`config.mk`:
```
export PLATFORM = sky130hd
export DESIGN_NAME = hififo_request_arbiter
export DESIGN_NICKNAME = d
export VERILOG_FILES = /design/src/rtl/hififo_request_arbiter.sv
export SDC_FILE = /design/constraint.sdc
export NUM_CORES = 1
export LEC_CHECK = 0
export BUFFER_PORTS_ARGS = -buffer_cell sky130_fd_sc_hd__clkbuf_2
export CAP_MARGIN = 30
export CORE_AREA = 2 2 145 147
export DETAILED_ROUTE_END_ITERATION = 6
export DIE_AREA = 0 0 147 149
export GPL_TIMING_DRIVEN = 0
export HOLD_SLACK_MARGIN = 0.02
export MAX_ROUTING_LAYER = met4
export PLACE_DENSITY = 0.67
export RECOVER_POWER = 100
export SLEW_MARGIN = 40
export SYNTH_ARGS = -nofsm -noshare
export SYNTH_HDL_FRONTEND = slang
export SYNTH_SLANG_ARGS = --single-unit
```
`constraint.sdc`:
```
create_clock -name clock -period 12.1 [get_ports clock]
set_input_delay 0.605 -clock clock [delete_from_list [all_inputs] [get_ports clock]]
set_output_delay 0.605 -clock clock [all_outputs]
set_load 0.05 [all_outputs]
```
`src/rtl/hififo_request_arbiter.sv`:
```
// hififo_request_arbiter
//   Round-robin arbiter sharing the single PCIe TX request path between up to
//   eight DMA channels. Read requests get a {src, seq} tag, in-flight reads are
//   limited per channel, and RX completions retire read tags.
//
// Ports
//   clock, reset           core clock, asynchronous active-high reset
//   req_valid/write/addr   per-requester request (addr is 64 bits per requester)
//   req_ready              one-hot (or zero) grant, combinational in IDLE
//   out_valid/ready        handshake towards pcie_tx
//   out_write/addr/tag/src registered request presented to pcie_tx
//   cpl_valid/tag/last     completion beats from the RX path
//   outstanding            4-bit in-flight read count per requester
//   cpl_error              sticky: completion for an idle or non-existent requester

module hififo_request_arbiter #(
    parameter int unsigned NREQ            = 4,
    parameter int unsigned MAX_OUTSTANDING = 8
) (
    input  logic                 clock,
    input  logic                 reset,
    input  logic [NREQ-1:0]      req_valid,
    input  logic [NREQ-1:0]      req_write,
    input  logic [64*NREQ-1:0]   req_addr,
    output logic [NREQ-1:0]      req_ready,
    output logic                 out_valid,
    input  logic                 out_ready,
    output logic                 out_write,
    output logic [63:0]          out_addr,
    output logic [7:0]           out_tag,
    output logic [2:0]           out_src,
    input  logic                 cpl_valid,
    input  logic [7:0]           cpl_tag,
    input  logic                 cpl_last,
    output logic [4*NREQ-1:0]    outstanding,
    output logic                 cpl_error
);

    localparam int unsigned ADDR_W = 64;
    localparam int unsigned TAG_W  = 8;
    localparam int unsigned SRC_W  = 3;
    localparam int unsigned SEQ_W  = 5;
    localparam int unsigned CNT_W  = 4;

    typedef enum logic {
        ST_IDLE = 1'b0,
        ST_SEND = 1'b1
    } state_e;

    typedef struct packed {
        logic              write;
        logic [ADDR_W-1:0] addr;
        logic [TAG_W-1:0]  tag;
        logic [SRC_W-1:0]  src;
    } tx_req_t;

    state_e              state_q, state_d;
    logic [SRC_W-1:0]    rr_ptr_q, rr_ptr_d;
    logic [SEQ_W-1:0]    seq_q [NREQ];
    logic [SEQ_W-1:0]    seq_d [NREQ];
    logic [CNT_W-1:0]    cnt_q [NREQ];
    logic [CNT_W-1:0]    cnt_d [NREQ];
    logic                cpl_error_q, cpl_error_d;
    tx_req_t             out_q, out_d;

    logic [NREQ-1:0]     eligible;
    logic                win_found;
    logic [SRC_W-1:0]    win_idx;
    int unsigned         cand;
    logic                win_write;
    logic [ADDR_W-1:0]   win_addr;
    logic [SEQ_W-1:0]    win_seq;
    logic                accept;
    logic                accept_read;
    logic                cpl_ret;
    logic [SRC_W-1:0]    cpl_src;
    logic [NREQ-1:0]     inc_v;
    logic [NREQ-1:0]     dec_v;
    logic                cpl_seq_unused;

    // Only the source field of a completion tag matters here.
    assign cpl_src        = cpl_tag[7:5];
    assign cpl_seq_unused = ^cpl_tag[4:0];
    assign cpl_ret        = cpl_valid & cpl_last;

    // A read is eligible only while its channel has a free in-flight slot.
    always_comb begin
        eligible = '0;
        for (int unsigned i = 0; i < NREQ; i++) begin
            eligible[i] = req_valid[i]
                        & (req_write[i] | (cnt_q[i] < CNT_W'(MAX_OUTSTANDING)));
        end
    end

    // Search upward from rr_ptr with wrap; first eligible candidate wins.
    always_comb begin
        win_found = 1'b0;
        win_idx   = '0;
        cand      = 0;
        for (int unsigned k = 0; k < NREQ; k++) begin
            cand = 32'(rr_ptr_q) + k;
            if (cand >= NREQ) begin
                cand = cand - NREQ;
            end
            for (int unsigned i = 0; i < NREQ; i++) begin
                if (!win_found && (cand == i) && eligible[i]) begin
                    win_found = 1'b1;
                    win_idx   = SRC_W'(i);
                end
            end
        end
    end

    // Mux the winning requester's payload.
    always_comb begin
        win_write = 1'b0;
        win_addr  = '0;
        win_seq   = '0;
        for (int unsigned i = 0; i < NREQ; i++) begin
            if (win_idx == SRC_W'(i)) begin
                win_write = req_write[i];
                win_addr  = req_addr[ADDR_W*i +: ADDR_W];
                win_seq   = seq_q[i];
            end
        end
    end

    // FSM state register.
    always_ff @(posedge clock or posedge reset) begin
        if (reset) begin
            state_q <= ST_IDLE;
        end else begin
            state_q <= state_d;
        end
    end

    // FSM next-state logic.
    always_comb begin
        state_d = state_q;
        case (state_q)
            ST_IDLE: if (win_found) state_d = ST_SEND;
            ST_SEND: if (out_ready) state_d = ST_IDLE;
            default: state_d = ST_IDLE;
        endcase
    end

    // FSM outputs; grants are suppressed while reset is held.
    always_comb begin
        req_ready = '0;
        accept    = 1'b0;
        out_valid = (state_q == ST_SEND);
        if ((state_q == ST_IDLE) && !reset && win_found) begin
            accept = 1'b1;
            for (int unsigned i = 0; i < NREQ; i++) begin
                req_ready[i] = (win_idx == SRC_W'(i));
            end
        end
    end

    assign accept_read = accept & ~win_write;

    // Per-requester increment/decrement strobes for the in-flight counters.
    always_comb begin
        inc_v = '0;
        dec_v = '0;
        for (int unsigned i = 0; i < NREQ; i++) begin
            inc_v[i] = accept_read & (win_idx == SRC_W'(i));
            dec_v[i] = cpl_ret & (cpl_src == SRC_W'(i));
        end
    end

    // Counter, sequence, error and round-robin pointer next-state.
    always_comb begin
        for (int unsigned i = 0; i < NREQ; i++) begin
            cnt_d[i] = cnt_q[i];
            seq_d[i] = seq_q[i];
        end
        cpl_error_d = cpl_error_q;
        rr_ptr_d    = rr_ptr_q;

        if (cpl_ret && (32'(cpl_src) >= NREQ)) begin
            cpl_error_d = 1'b1;
        end

        for (int unsigned i = 0; i < NREQ; i++) begin
            if (dec_v[i] && (cnt_q[i] == '0)) begin
                cpl_error_d = 1'b1;
            end
            // Simultaneous increment and decrement cancel out.
            if (inc_v[i] && !dec_v[i]) begin
                cnt_d[i] = cnt_q[i] + CNT_W'(1);
            end else if (dec_v[i] && !inc_v[i] && (cnt_q[i] != '0)) begin
                cnt_d[i] = cnt_q[i] - CNT_W'(1);
            end
            if (inc_v[i]) begin
                seq_d[i] = seq_q[i] + SEQ_W'(1);
            end
        end

        if (accept) begin
            rr_ptr_d = ((32'(win_idx) + 1) >= NREQ) ? '0 : win_idx + SRC_W'(1);
        end
    end

    // Request payload latched on acceptance; writes carry tag 0.
    always_comb begin
        out_d = out_q;
        if (accept) begin
            out_d.write = win_write;
            out_d.addr  = win_addr;
            out_d.src   = win_idx;
            out_d.tag   = win_write ? '0 : {win_idx, win_seq};
        end
    end

    // Datapath registers.
    always_ff @(posedge clock or posedge reset) begin
        if (reset) begin
            rr_ptr_q    <= '0;
            cpl_error_q <= 1'b0;
            out_q       <= '0;
            for (int unsigned i = 0; i < NREQ; i++) begin
                cnt_q[i] <= '0;
                seq_q[i] <= '0;
            end
        end else begin
            rr_ptr_q    <= rr_ptr_d;
            cpl_error_q <= cpl_error_d;
            out_q       <= out_d;
            for (int unsigned i = 0; i < NREQ; i++) begin
                cnt_q[i] <= cnt_d[i];
                seq_q[i] <= seq_d[i];
            end
        end
    end

    // Flatten the counters onto the status port.
    always_comb begin
        outstanding = '0;
        for (int unsigned i = 0; i < NREQ; i++) begin
            outstanding[CNT_W*i +: CNT_W] = cnt_q[i];
        end
    end

    assign out_write = out_q.write;
    assign out_addr  = out_q.addr;
    assign out_tag   = out_q.tag;
    assign out_src   = out_q.src;
    assign cpl_error = cpl_error_q;

endmodule

```
==> flow_metrics.tcl <==
set metrics [dict create \
    run_status "complete, but fails checks" \
    violations_in_the_final_reports "capacitance limit, slew limit" \
    route.antenna.remaining_nets 0 \
    timing.final.crit_share_pct 51.46 \
    timing_max_transition_violations_final 118 \
    vdd.ir_drop.worst_uv 139.4 \
    cts-resized-gates 0 \
    power.density_mw_per_mm2 307.4 \
    setup.worst_path.end_class "primary output" \
    floorplan.initialDensity_pct 36.72 \
    tns_ps 0 \
    number_of_nets_in_the_final_layout 1641 \
    worst_slew_margin_rel_pct -166.6 \
    min_period_ps 6226 \
    areaGrowthSynthToFinish_pct 34.73 \
    routed-via-count 8504 \
    postSynthCellCount 957 \
    tightestPinTransition_ps 3998 \
    timing.critical_path.cells "inv_1 -> o21ai_0 -> a32oi_1 -> a221oi_1 -> a21oi_1 -> inv_1 -> ha_1 -> clkbuf_1 -> clkbuf_1 -> clkbuf_1 -> and2_1 -> clkbuf_1" \
    critical_path_arrival_ps 5620 \
    clkLatencyLatePin_ps 420 \
    drt-wirelength-per-cell_um 19.52 \
    post_cts.repair.setup_buffers 0 \
    placeableCoreArea_mm2 0.02056 \
    maximum_capacitance_violations 2 \
    ys_warn_count 0 \
    synth_flop_cell "sky130_fd_sc_hd__dfrtp_1" \
    slowest_delay_ps 700 \
    cts_sinks 115 \
    synth.distinct_cells 56 \
    setup-violations-final 0 \
    crit_required_ps 11490 \
    mappedNetlistArea_mm2 0.007548 \
    timing.critical_path.from_type "register" \
    synth_area_leader_cell "sky130_fd_sc_hd__dfrtp_1" \
    port-buffer-count 366 \
    cts-hold-fix-buffers 0 \
    num_rows 53 \
    cts_htree_levels 4 \
    grt_max_degree 71 \
    drt_via_density 5.201 \
    postSynthAreaPerCell_um2 7.888 \
    die_w_um 147 \
    detailedRoute.firstPassIterationCount 5 \
    synth.area.top_cells "sky130_fd_sc_hd__dfrtp_1, sky130_fd_sc_hd__nand2_1, sky130_fd_sc_hd__o21ai_0" \
    commonest_cells_after_routing_fill_and_taps_aside "sky130_fd_sc_hd__clkbuf_2, sky130_fd_sc_hd__nand2_1, sky130_fd_sc_hd__clkbuf_1" \
    area_fraction_of_the_dominant_cell_type_after_synthesis_pct 38.12 \
    fillers 2145 \
    max-clock-path-buffers 2 \
    synth-seq-cells 115 \
    globalRoute.totalOverflow 0 \
    unrepaired_setup_endpoints_after_global_routing "false" \
    cts.reportedPaths.clkPinSlew_ps 60 \
    post_synthesis_async_set_or_reset_flop_share_pct 100.0 \
    yosysSeqAreaShare_pct 38.12 \
    drive_gt1_share_pct 24.02 \
    crit_type "register to primary output" \
    hold_viol_final 0 \
    die_area_mm2 0.02190 \
    worst_clock_skew_ps 9.901 \
    post_detailed_routing_wire_length_um 31920 \
    worst_hold_path_type "input port to register" \
    place_congestion 0.9509 \
    cp_slowest_cell "sky130_fd_sc_hd__a221oi_1" \
    critical_path.most_common_cell "sky130_fd_sc_hd__clkbuf_1" \
    first_global_vias 8059 \
    leading_cell_type_in_the_layout_fill_and_taps_excluded "sky130_fd_sc_hd__clkbuf_2" \
    tritoncts "yes" \
    clock.fmax_ghz 0.1606 \
    die_y_um 149 \
    power_leakage_nw 4.687 \
    top_level_ports 375 \
    synth_enable_flop_cells 0 \
    dp.final_hpwl_um 25020 \
    total_power_w 0.003126 \
    detailedRoute.firstIterationViolations 473 \
    critical_path_maximum_fanout 10 \
    root_buffer "sky130_fd_sc_hd__clkbuf_16" \
    initial_antenna_violation_count 3 \
    tritoncts.num_buffers 17 \
    grt_util_all_layers_pct 29.05 \
    first_pass_grt_wire_length_um 46620 \
    remaining_drc_errors 0 \
]
## kinds of logic (layout without fill, tap and decap cells)
logic type,after synthesis,after routing,synth area share (%)
multiplexers,71,71,9.630
XOR/XNOR,26,26,3.017
flip-flops,115,115,38.12
adder cells (fa/ha/maj),20,20,3.713
AND/OR/NAND/NOR,353,353,19.39
other,1,5,0.04968
buffers and inverters,83,482,4.492
AO/OA/AOI/OAI,288,288,21.58
## Yosys cell counts (all sizes together), types with 4 or more instances
| cell type | number |
|---|---|
| mux2i | 61 |
| mux2 | 10 |
| nand2 | 203 |
| o31ai | 5 |
| nor2 | 95 |
| clkbuf | 56 |
| buf | 18 |
| or4 | 5 |
| fa | 4 |
| nand4 | 10 |
| xnor2 | 16 |
| a21oi | 96 |
| nor2b | 4 |
| a21o | 5 |
| nand3 | 9 |
| xor2 | 10 |
| o21ai | 135 |
| a22oi | 16 |
| ha | 16 |
| dfrtp | 115 |
| nand2b | 8 |
| and2 | 7 |
| nor4 | 4 |
| inv | 9 |
## worst max-delay path, delay by kind of cell, from the launching register on
| family | cells | cell delay (ps) |
|---|---|---|
| compound gates | 4 | 1780 |
| fa+ha+maj | 1 | 200 |
| buf+inv | 6 | 2550 |
| flops | 1 | 460 |
| simple gates | 1 | 220 |
## cell type report
class	count	area (um^2)	area share (%)
diodes	3	7.507	0.07382
plain buffers	74	300.3	2.953
clock buffers	18	439.2	4.318
clock inverters	14	131.4	1.292
inverters	9	35.03	0.3445
multi-input cells	760	4320	42.48
flip-flops and latches	115	2878	28.30
well taps	275	344.1	3.383
repair buffers	367	1714	16.86
## stage by stage
stage / hold WS (ps) / setup WS (ps) / cells / utilization [%] / instance area (um^2)
floorplan: 441.4 / 7469 / 958 / - / 7552
global placement: 456.8 / 6455 / 1599 / 47.32 / 9728
detailed placement: 459.2 / 6336 / 1600 / 47.50 / 9764
CTS: 198.6 / 6650 / 1632 / 50.27 / 10330
global route: 372.7 / 5432 / 1635 / 49.47 / 10170
finish: 367.4 / 5874 / 1635 / 49.47 / 10170
## where the power goes
group | switching [W] | internal (W) | total [W]
clock network | 0.000198 | 0.000290 | 0.000488
registers | 0.000116 | 0.000526 | 0.000642
logic | 0.00145 | 0.000548 | 0.00200
## sequential cells by signal (all words and copies together) (netlist names)
name / cells
seq_q: 20
out_tag: 7
out_valid: 1
cpl_error: 1
out_write: 1
outstanding: 16
out_addr: 64
out_src: 2
rr_ptr_q: 3
## routing by layer
metal	track usage, %	part of all wire [%]	up-vias
li1	-	-	4105
met2	44.98	46	352
met1	36.87	44	3982
met4	11.92	3.8	0
met3	6.850	6.4	65
met5	-	0	-
## path summary, 6_finish.rpt
check                           depth (start not counted)        endpoint  slack (ps)       startpoint
worst max-delay path                                   12    req_ready[1]        5870  outstanding[15]
worst min-delay path                                    2       out_valid         370        out_ready
worst max register to register                         18  outstanding[7]        5950  outstanding[15]
worst min register to register                          1        seq_q[4]         470         seq_q[4]
max in group asynchronous                               3    out_addr[56]        6810            reset
min in group asynchronous                               2  outstanding[7]         750            reset
Power figures use the tool's default switching activity.
